File: src/rtl/ofdm_subcarrier_demux_pkg.sv
// Shared OFDM constants and the 64-entry subcarrier class table
// (FFT-shifted order, index 32 = DC).
package ofdm_subcarrier_demux_pkg;

  localparam int unsigned N_SC    = 64;
  localparam int unsigned N_DATA  = 48;
  localparam int unsigned N_PILOT = 4;
  localparam int unsigned IDX_W   = $clog2(N_SC);

  localparam logic [IDX_W-1:0] LAST_DATA_IDX  = 6'd58;
  localparam logic [IDX_W-1:0] LAST_PILOT_IDX = 6'd53;
  localparam logic [IDX_W-1:0] LAST_SC_IDX    = 6'd63;

  typedef enum logic [1:0] {
    SC_NULL  = 2'd0,
    SC_DATA  = 2'd1,
    SC_PILOT = 2'd2
  } sc_class_e;

  function automatic sc_class_e sc_class(input logic [IDX_W-1:0] idx);
    sc_class_e c;
    case (idx)
      6'd0, 6'd1, 6'd2, 6'd3, 6'd4, 6'd5,
      6'd32,
      6'd59, 6'd60, 6'd61, 6'd62, 6'd63: c = SC_NULL;
      6'd11, 6'd25, 6'd39, 6'd53:        c = SC_PILOT;
      default:                           c = SC_DATA;
    endcase
    return c;
  endfunction

endpackage

File: src/rtl/ofdm_subcarrier_demux_out_reg.sv
// One-deep valid/ready register stage carrying {tlast, tdata}.
module ofdm_out_reg #(
  parameter int unsigned W = 33
) (
  input  logic         clk_i,
  input  logic         rst_ni,
  input  logic [W-1:0] in_data,
  input  logic         in_valid,
  output logic         in_ready,
  output logic [W-1:0] out_data,
  output logic         out_valid,
  input  logic         out_ready
);

  assign in_ready = !out_valid || out_ready;

  always_ff @(posedge clk_i or negedge rst_ni) begin
    if (!rst_ni) begin
      out_valid <= 1'b0;
      out_data  <= '0;
    end else if (in_ready) begin
      out_valid <= in_valid;
      if (in_valid) out_data <= in_data;
    end
  end

endmodule

File: src/rtl/ofdm_subcarrier_demux.sv
// Splits a 64-beat equalized OFDM symbol into data and pilot streams,
// discarding null subcarriers and counting framing errors.
module ofdm_subcarrier_demux
  import ofdm_subcarrier_demux_pkg::*;
#(
  parameter bit DROP_PILOTS = 1'b0
) (
  input  logic        clk_i,
  input  logic        rst_ni,
  input  logic        sof_i,
  input  logic [31:0] i_tdata,
  input  logic        i_tlast,
  input  logic        i_tvalid,
  output logic        i_tready,
  output logic [31:0] o_tdata,
  output logic        o_tlast,
  output logic        o_tvalid,
  input  logic        o_tready,
  output logic [31:0] p_tdata,
  output logic        p_tlast,
  output logic        p_tvalid,
  input  logic        p_tready,
  output logic [7:0]  err_cnt_o
);

  logic [IDX_W-1:0] idx_q;
  logic [IDX_W-1:0] cur_idx;
  logic [7:0]       err_q;
  sc_class_e        cls;
  logic             d_in_ready, p_in_ready;
  logic             accept, d_load, p_load;
  logic             frame_err;

  assign cur_idx = sof_i ? '0 : idx_q;
  assign cls     = sc_class(cur_idx);

  always_comb begin
    i_tready = 1'b0;
    case (cls)
      SC_NULL:  i_tready = 1'b1;
      SC_DATA:  i_tready = d_in_ready;
      SC_PILOT: i_tready = DROP_PILOTS ? 1'b1 : p_in_ready;
      default:  i_tready = 1'b0;
    endcase
    // Reset gating keeps i_tready low even though the empty registers look ready.
    i_tready = i_tready && rst_ni;
  end

  assign accept = i_tvalid && i_tready;
  assign d_load = accept && (cls == SC_DATA);
  assign p_load = accept && (cls == SC_PILOT) && !DROP_PILOTS;

  assign frame_err = (i_tlast && (cur_idx != LAST_SC_IDX)) ||
                     (!i_tlast && (cur_idx == LAST_SC_IDX));

  always_ff @(posedge clk_i or negedge rst_ni) begin
    if (!rst_ni) begin
      idx_q <= '0;
      err_q <= '0;
    end else if (accept) begin
      if (i_tlast && (cur_idx != LAST_SC_IDX)) idx_q <= '0;
      else if (sof_i)                          idx_q <= 6'd1;
      else                                     idx_q <= cur_idx + 6'd1;
      if (frame_err && (err_q != '1)) err_q <= err_q + 8'd1;
    end
  end

  assign err_cnt_o = err_q;

  ofdm_out_reg #(.W(33)) u_data_reg (
    .clk_i     (clk_i),
    .rst_ni    (rst_ni),
    .in_data   ({cur_idx == LAST_DATA_IDX, i_tdata}),
    .in_valid  (d_load),
    .in_ready  (d_in_ready),
    .out_data  ({o_tlast, o_tdata}),
    .out_valid (o_tvalid),
    .out_ready (o_tready)
  );

  ofdm_out_reg #(.W(33)) u_pilot_reg (
    .clk_i     (clk_i),
    .rst_ni    (rst_ni),
    .in_data   ({cur_idx == LAST_PILOT_IDX, i_tdata}),
    .in_valid  (p_load),
    .in_ready  (p_in_ready),
    .out_data  ({p_tlast, p_tdata}),
    .out_valid (p_tvalid),
    .out_ready (p_tready)
  );

endmodule

File: config.mk
export PLATFORM = sky130hd
export DESIGN_NAME = ofdm_subcarrier_demux
export DESIGN_NICKNAME = d
export VERILOG_FILES = /design/src/rtl/ofdm_subcarrier_demux_pkg.sv /design/src/rtl/ofdm_subcarrier_demux_out_reg.sv /design/src/rtl/ofdm_subcarrier_demux.sv
export SDC_FILE = /design/constraint.sdc
export NUM_CORES = 1
export LEC_CHECK = 0
export ABC_AREA = 1
export CAP_MARGIN = 5
export CELL_PAD_IN_SITES_DETAIL_PLACEMENT = 1
export CELL_PAD_IN_SITES_GLOBAL_PLACEMENT = 1
export CORE_ASPECT_RATIO = 2
export CORE_UTILIZATION = 32
export CTS_BUF_LIST = sky130_fd_sc_hd__clkbuf_8
export DETAILED_ROUTE_END_ITERATION = 8
export GPL_TIMING_DRIVEN = 0
export PLACE_DENSITY_LB_ADDON = 0.3
export SYNTH_ARGS = -nofsm -noshare
export SYNTH_HDL_FRONTEND = slang
export SYNTH_HIERARCHICAL = 1
export SYNTH_SLANG_ARGS = --single-unit
File: constraint.sdc
create_clock -name clk_i -period 1.93 [get_ports clk_i]
set_input_delay 0.193 -clock clk_i [delete_from_list [all_inputs] [get_ports clk_i]]
set_output_delay 0.193 -clock clk_i [all_outputs]
set_load 0.02 [all_outputs]
==> results of run 1 <==
-- sequential cells by signal, indices dropped and copies added, names as in the netlist --
name / count
u_pilot_reg/out_valid: 1
u_pilot_reg/out_data: 33
idx_q: 6
err_cnt_o: 8
u_data_reg/out_valid: 1
u_data_reg/out_data: 33
-- layer usage --
metal / global-route usage / part of all wire / up-vias
met3: 0.0327 / 0.031 / 26
li1: - / - / 1785
met4: 0.0701 / 0.021 / 0
met5: 0 / 0 / -
met2: 0.416 / 0.59 / 88
met1: 0.221 / 0.36 / 1874
-- cell usage in the layout, fill, tap and decap left out, types with 2 or more instances in the layout --
cell type and n:
a21oi_1 4, buf_2 5, buf_4 27, buf_6 11, buf_8 8, clkbuf_16 5
clkbuf_8 10, clkdlybuf4s50_1 111, clkinv_4 2, dfrtp_1 79, dfrtp_2 3, inv_1 10
inv_2 3, inv_4 2, inv_6 3, nand2_1 125, nand2_2 49, nand2_4 17
nand2_8 4, nand3_1 79, nand3_2 5, nand4_1 10, nor2_1 6, nor2_2 4
nor2_4 7, nor3_1 5, xnor2_1 3, xor2_1 3
-- area by class of cell --
type | instances | share of cell area
tap | 145 | 0.0293
buffer | 23 | 0.0386
multi-input combinational | 331 | 0.310
timing repair buffer | 149 | 0.248
sequential | 82 | 0.332
clock buffer | 10 | 0.0223
inverter | 16 | 0.0113
clock inverter | 6 | 0.00769
-- worst paths after layout --
| check | from | to | slack (ns) | cells past startpoint |
|---|---|---|---|---|
| worst max-delay path | idx_q[1]$_DFFE_PN0P_ | u_data_reg/out_data[18]$_DFFE_PN0P_ | -0.26 | 16 |
| worst min register to register | u_pilot_reg/out_data[16]$_DFFE_PN0P_ | u_pilot_reg/out_data[16]$_DFFE_PN0P_ | 0.48 | 2 |
| worst max register to register | idx_q[1]$_DFFE_PN0P_ | u_data_reg/out_data[18]$_DFFE_PN0P_ | -0.26 | 16 |
| worst min-delay path | i_tvalid | err_cnt_o[0]$_DFFE_PN0P_ | 0.34 | 3 |
| max in group asynchronous | rst_ni | u_data_reg/out_data[9]$_DFFE_PN0P_ | 1.30 | 3 |
| min in group asynchronous | rst_ni | u_data_reg/out_data[27]$_DFFE_PN0P_ | 0.38 | 3 |
-- repair_timing --
item                                    in CTS  in global routing
resized for setup                           48                 94
cloned                                       1                  7
endpoints found under the setup margin      83                 83
hold endpoints to repair                    34                  0
hold buffers                                 2                  0
buffers inserted                            18                  8
pin swaps                                   10                 12
-- synthesized netlist by cell type --
master	count	share of area
nand3_1	85	0.11
or2_2	1	0.0016
a21oi_1	4	0.0053
clkbuf_1	1	0.00099
buf_6	7	0.021
nand2_4	4	0.012
a211oi_1	1	0.0020
buf_4	6	0.012
nor2_2	3	0.0049
xor2_1	3	0.0069
xnor2_1	3	0.0069
nand2_1	184	0.18
dfrtp_1	82	0.54
nor2_1	14	0.014
nand2_2	5	0.0082
nand4_1	10	0.016
ha_1	3	0.0099
nor4_1	1	0.0016
nor3_1	7	0.0092
inv_2	2	0.0020
inv_1	14	0.014
a21oi_4	1	0.0043
buf_2	10	0.013
-- worst register-to-register path: cells and delay by family (launching register included) --
kind	cells	cell delay [ns]
AOI/OAI and AO/OA	1	0.14
adders and majority gates	1	0.15
buffers and inverters	4	0.52
DFF	1	0.46
and+or+nand+nor	10	0.85
-- logic make-up (layout without fill, tap and decap cells) --
kind of cell,after synthesis,after routing,share of synthesized area
AOI/OAI and AO/OA,6,6,0.0115
xor gates and xnor gates,6,6,0.0138
adders and majority gates,3,3,0.00989
buffers and inverters,40,204,0.0626
DFF,82,82,0.540
and+or+nand+nor,314,316,0.362
-- per-stage QoR --
| step | hold WS, ns | cells | setup TNS [ns] |
|---|---|---|---|
| detailed placement | 0.204 | 711 | -78.82 |
| floorplan | -0.103 | 451 | -1.69 |
| finish | 0.344 | 762 | -15.61 |
| global route | 0.355 | 762 | -25.17 |
| global placement | 0.454 | 710 | -455.64 |
| CTS | 0.326 | 748 | -13.97 |
-- report_power, final --
| group | switching [W] | total, W | internal (W) |
|---|---|---|---|
| logic | 0.000354 | 0.000692 | 0.000338 |
| registers | 0.000109 | 0.00192 | 0.00181 |
| clock network | 0.000679 | 0.00120 | 0.000517 |
| total | 0.00114 | 0.00381 | 0.00267 |
==> impl_metrics.env, run 1 <==
export IMPL_place_ws_ns=-1.07
export IMPL_clock_latency_ns=0.36
export IMPL_worstPathRequired_ns=2.18
export IMPL_port_buffers=114
export IMPL_grt_pass1_wl_mm=20.0
export IMPL_drtPass1Iterations=4
export IMPL_row_count=56
export IMPL_p_per_area_nw_per_um2=616
export IMPL_start_util=0.326
export IMPL_synth_seq_cells=82
export IMPL_avgSynthCellArea_um2=8.42
export IMPL_cts_tree="built"
export IMPL_drtIter0Drc=121
export IMPL_rsz0062_at_grt="true"
export IMPL_failed_checks="negative setup slack"
export IMPL_p_total_w=0.00381
export IMPL_hold_path_class="input pin to register"
export IMPL_placed_area_um2=5190
export IMPL_synth_cell_type_count=23
export IMPL_netlist_instances=451
export IMPL_fillers=1358
export IMPL_path_cells="nand3_4 > inv_4 > ha_4 > nand3_2 > nand3_2 > nand2_2 > nand2_4 > a21oi_4 > buf_6 > nand2_8 > nor2_4 > buf_8 > nand2_8 > clkbuf_16 > nand2_2 > nand2_1"
export IMPL_slew_violations=0
export IMPL_start_kind="register"
export IMPL_cp_end_kind="register"
export IMPL_max_cap_violations=0
export IMPL_grt_overflow=0
export IMPL_crit_slowest_cell="dfrtp_2"
export IMPL_drt_total_wl_mm=13.5
export IMPL_die_w_um=79.0
export IMPL_status="finished, violations left"
export IMPL_finClkSkew_ns=0.0143
export IMPL_areaGrowthSynthToFinish_pct=62.8
export IMPL_multi_input_area_um2=1920
export IMPL_seqCellArea_um2=2060
export IMPL_io_pins=116
export IMPL_grt_max_degree=49
export IMPL_fmax_mhz=456
export IMPL_avgRoutedWirePerCell_um=17.8
export IMPL_diodes=0
export IMPL_setup_ws_ns=-0.264
export IMPL_fin_util=0.532
export IMPL_cp_buffers_inverters=4
export IMPL_routabilityCongestion=0.928
export IMPL_drive_gt1_frac=0.288
export IMPL_fp_dieArea_um2=12300
export IMPL_design_area_um2=6180
export IMPL_antenna_found_initial=0
export IMPL_hpwl_mm=9.02
export IMPL_clkSinkCount=82
export IMPL_final_hold_violation_count=0
export IMPL_dr_total_vias=3773
export IMPL_die_h_um=156
export IMPL_critical_path_max_fanout=6
export IMPL_synth_warnings=6
export IMPL_htree_levels=3
export IMPL_worst_pin_slew_ns=0.545
export IMPL_grt_pass1_vias=3893
export IMPL_nets=654
export IMPL_cp_top_family="simple AND/OR/NAND/NOR gates"
export IMPL_period_share=1.14
export IMPL_synth_nets=493
export IMPL_ant_nets=0
export IMPL_clockRootBuffer="clkbuf_8"
export IMPL_grt_usage=0.212
export IMPL_numCtsBuffers=9
export IMPL_clk_pin_slew_ns=0.09
export IMPL_slowest_delay_ns=0.46
export IMPL_cp_arrival_ns=2.45
export IMPL_clock_path_buffers=2
export IMPL_relSlewSlack=0.636
export IMPL_core_um2=11600
export IMPL_mappedNetlistArea_um2=3800
export IMPL_p_leak_nw=2.99
export IMPL_setup_viol=79
export IMPL_seq_area_frac_synth=0.540
export IMPL_crit_type="register to register"
export IMPL_peakVddDrop_mv=0.390
export IMPL_routed_via_density=4.95
export IMPL_min_period_ns=2.19
export IMPL_drc=0
(Power assumes the default switching activity.)
==> inputs of run 2 (changes only) <==
--- a/config.mk
+++ b/config.mk
@@ -15,6 +15,7 @@
 export DETAILED_ROUTE_END_ITERATION = 8
 export GPL_TIMING_DRIVEN = 0
 export PLACE_DENSITY_LB_ADDON = 0.3
+export RECOVER_POWER = 25
 export SYNTH_ARGS = -nofsm -noshare
 export SYNTH_HDL_FRONTEND = slang
 export SYNTH_HIERARCHICAL = 1
==> constraint.sdc (replaced) <==
create_clock -name clk_i -period 1.95 [get_ports clk_i]
set_input_delay 0.195 -clock clk_i [delete_from_list [all_inputs] [get_ports clk_i]]
set_output_delay 0.195 -clock clk_i [all_outputs]
set_load 0.02 [all_outputs]
==> run 2 against run 1 <==
The flow still finishes with violations (negative setup slack). Register-to-register slack improved by 0.02 ns. Setup slack improved by 0.022 ns. Critical path depth did not move. Final area fell by 0.67%. Sequential cell count did not move. Count of clock-buffer cells in the layout did not move. Total power fell by 1.3%. Clock skew barely moved. First-iteration DRC count fell by 0.83%. Global-route usage did not move. Critical path type unchanged. Highest routed layer unchanged.
==> impl_metrics.env, run 2 (same netlist as run 1, synthesis figures left out) <==
export IMPL_grt_max_degree=49
export IMPL_max_cap_violations=0
export IMPL_min_period_ns=2.19
export IMPL_hpwl_mm=9.02
export IMPL_cp_top_family="simple AND/OR/NAND/NOR gates"
export IMPL_grt_pass1_vias=3893
export IMPL_numCtsBuffers=9
export IMPL_hold_depth=3
export IMPL_critical_path_max_fanout=6
export IMPL_cp_arrival_ns=2.45
export IMPL_avgRoutedWirePerCell_um=17.7
export IMPL_p_per_area_nw_per_um2=612
export IMPL_worstPathRequired_ns=2.20
export IMPL_peakVddDrop_mv=0.386
export IMPL_period_share=1.12
export IMPL_relSlewSlack=0.191
export IMPL_slew_violations=0
export IMPL_start_util=0.326
export IMPL_topRoutingLayerUsed="met4"
export IMPL_cp_buffers_inverters=4
export IMPL_row_count=56
export IMPL_core_um2=11600
export IMPL_drtIter0Drc=120
export IMPL_drive_gt1_frac=0.287
export IMPL_finClkSkew_ns=0.0143
export IMPL_status="finished, violations left"
export IMPL_areaGrowthSynthToFinish_pct=61.7
export IMPL_final_hold_violation_count=0
export IMPL_die_w_um=79.0
export IMPL_rsz0062_at_grt="true"
export IMPL_die_h_um=156
export IMPL_grt_pass1_wl_mm=20.0
export IMPL_crit_slowest_cell="dfrtp_2"
export IMPL_wl_met2_mm=7.97
export IMPL_nets=654
export IMPL_routabilityCongestion=0.928
export IMPL_p_total_w=0.00376
export IMPL_fin_util=0.528
export IMPL_holdWs_ns=0.343
export IMPL_setup_ws_ns=-0.242
export IMPL_worst_pin_slew_ns=1.21
export IMPL_crit_type="register to register"
export IMPL_min_to="err_cnt_o[0]$_DFFE_PN0P_"
export IMPL_clock_latency_ns=0.36
export IMPL_diodes=0
export IMPL_hold_path_class="input pin to register"
export IMPL_ff2ff_setup_slack_ns=-0.24
export IMPL_place_ws_ns=-1.06
export IMPL_fmax_mhz=456
export IMPL_htree_levels=3
export IMPL_p_leak_nw=2.97
export IMPL_start_kind="register"
export IMPL_clockRootBuffer="clkbuf_8"
export IMPL_io_pins=116
export IMPL_cp_end_kind="register"
export IMPL_antenna_found_initial=0
export IMPL_cts_tree="built"
export IMPL_setup_viol=76
export IMPL_fp_dieArea_um2=12300
export IMPL_reg2reg_depth=16
export IMPL_path_cells="nand3_4 > inv_4 > ha_4 > nand3_2 > nand3_2 > nand2_2 > nand2_4 > a21oi_4 > buf_6 > nand2_8 > nor2_4 > buf_8 > nand2_8 > clkbuf_16 > nand2_2 > nand2_1"
export IMPL_final_cell_mix="125 x nand2_1, 111 x clkdlybuf4s50_1, 79 x nand3_1, 79 x dfrtp_1, 49 x nand2_2"
export IMPL_min_from="i_tvalid"
export IMPL_port_buffers=114
export IMPL_drtPass1Iterations=4
export IMPL_clk_pin_slew_ns=0.09
export IMPL_clock_path_buffers=2
export IMPL_m1WireLength_mm=4.85
export IMPL_drt_total_wl_mm=13.5
export IMPL_final_common_cell="nand2_1"
export IMPL_slowest_delay_ns=0.46
export IMPL_ant_nets=0
export IMPL_failed_checks="negative setup slack"
export IMPL_r2r_end="u_data_reg/out_data[18]$_DFFE_PN0P_"
export IMPL_dr_total_vias=3778
export IMPL_grt_usage=0.212
export IMPL_routed_via_density=4.96
export IMPL_worst_r2r_startpoint="idx_q[1]$_DFFE_PN0P_"
export IMPL_clkSinkCount=82
export IMPL_drc=0
export IMPL_wl_met3_um=413
export IMPL_grt_overflow=0
run 2: cell types whose count changed in the layout (fill, tap and decap cells not counted):
cell / previous run / this run
clkbuf_2: 1 / 3
buf_12: 1 / 0
buf_4: 27 / 26
clkbuf_1: 1 / 2
buf_16: 1 / 0
run 2: worst max-delay path by stage:
stage / start / to / slack (ns) / depth (start not counted)
global route: idx_q[4]$_DFFE_PN0P_ / u_pilot_reg/out_data[28]$_DFFE_PN0P_ / -0.36 / 15
CTS: idx_q[1]$_DFFE_PN0P_ / u_pilot_reg/out_data[10]$_DFFE_PN0P_ / -0.20 / 16
detailed placement: sof_i / err_cnt_o[1]$_DFFE_PN0P_ / -1.06 / 12
floorplan: idx_q[1]$_DFFE_PN0P_ / u_data_reg/out_data[0]$_DFFE_PN0P_ / -0.01 / 15
global placement: rst_ni / u_data_reg/out_data[15]$_DFFE_PN0P_ / -3.22 / 9
finish: idx_q[1]$_DFFE_PN0P_ / u_data_reg/out_data[18]$_DFFE_PN0P_ / -0.24 / 16
run 2: final cells by class:
type / instances / area, µm²
sequential: 82 / 2060
clock buffer: 10 / 138
tap: 145 / 181
timing repair buffer: 149 / 1490
buffer: 23 / 239
inverter: 16 / 70.1
fill: 1361 / 5490
multi-input combinational: 331 / 1920
clock inverter: 6 / 47.5
run 2: worst reg2reg max path, delay by kind of cell, from the launching register on:
family                     cells  cell delay, ns
adders and majority gates      1            0.15
and+or+nand+nor               10            0.85
DFF                            1            0.46
buffers and inverters          4            0.52
AOI/OAI and AO/OA              1            0.14
run 2: where the power goes:
| group | internal [W] | total [W] | leakage [nW] | switching [W] |
|---|---|---|---|---|
| combinational | 0.000325 | 0.000674 | 1.76 | 0.000349 |
| clock | 0.000511 | 0.00118 | 0.0937 | 0.000672 |
| sequential | 0.00179 | 0.00190 | 1.12 | 0.000108 |
| total | 0.00263 | 0.00376 | 2.97 | 0.00113 |
run 2: metrics by stage:
stage               setup TNS [ns]  std cells  area, µm²
CTS                         -12.37        748       5700
global placement           -452.67        710       5160
global route                -23.51        762       6140
finish                      -14.00        762       6140
floorplan                   -0.534        451       3840
detailed placement          -77.33        711       5190
run 2: timing repair:
action                                  CTS  global route
endpoints found under the setup margin   83            83
setup buffers                            18             8
pin swaps                                10            12
hold endpoints to repair                 34             0
hold buffers                              2             0
gates cloned                              1             7
gates resized for setup                  48            94
run 2: per-layer routing:
layer / vias to the layer above / GRT usage
met4: 0 / 0.0701
met3: 26 / 0.0327
li1: 1785 / -
met5: - / 0
met1: 1881 / 0.221
met2: 86 / 0.416
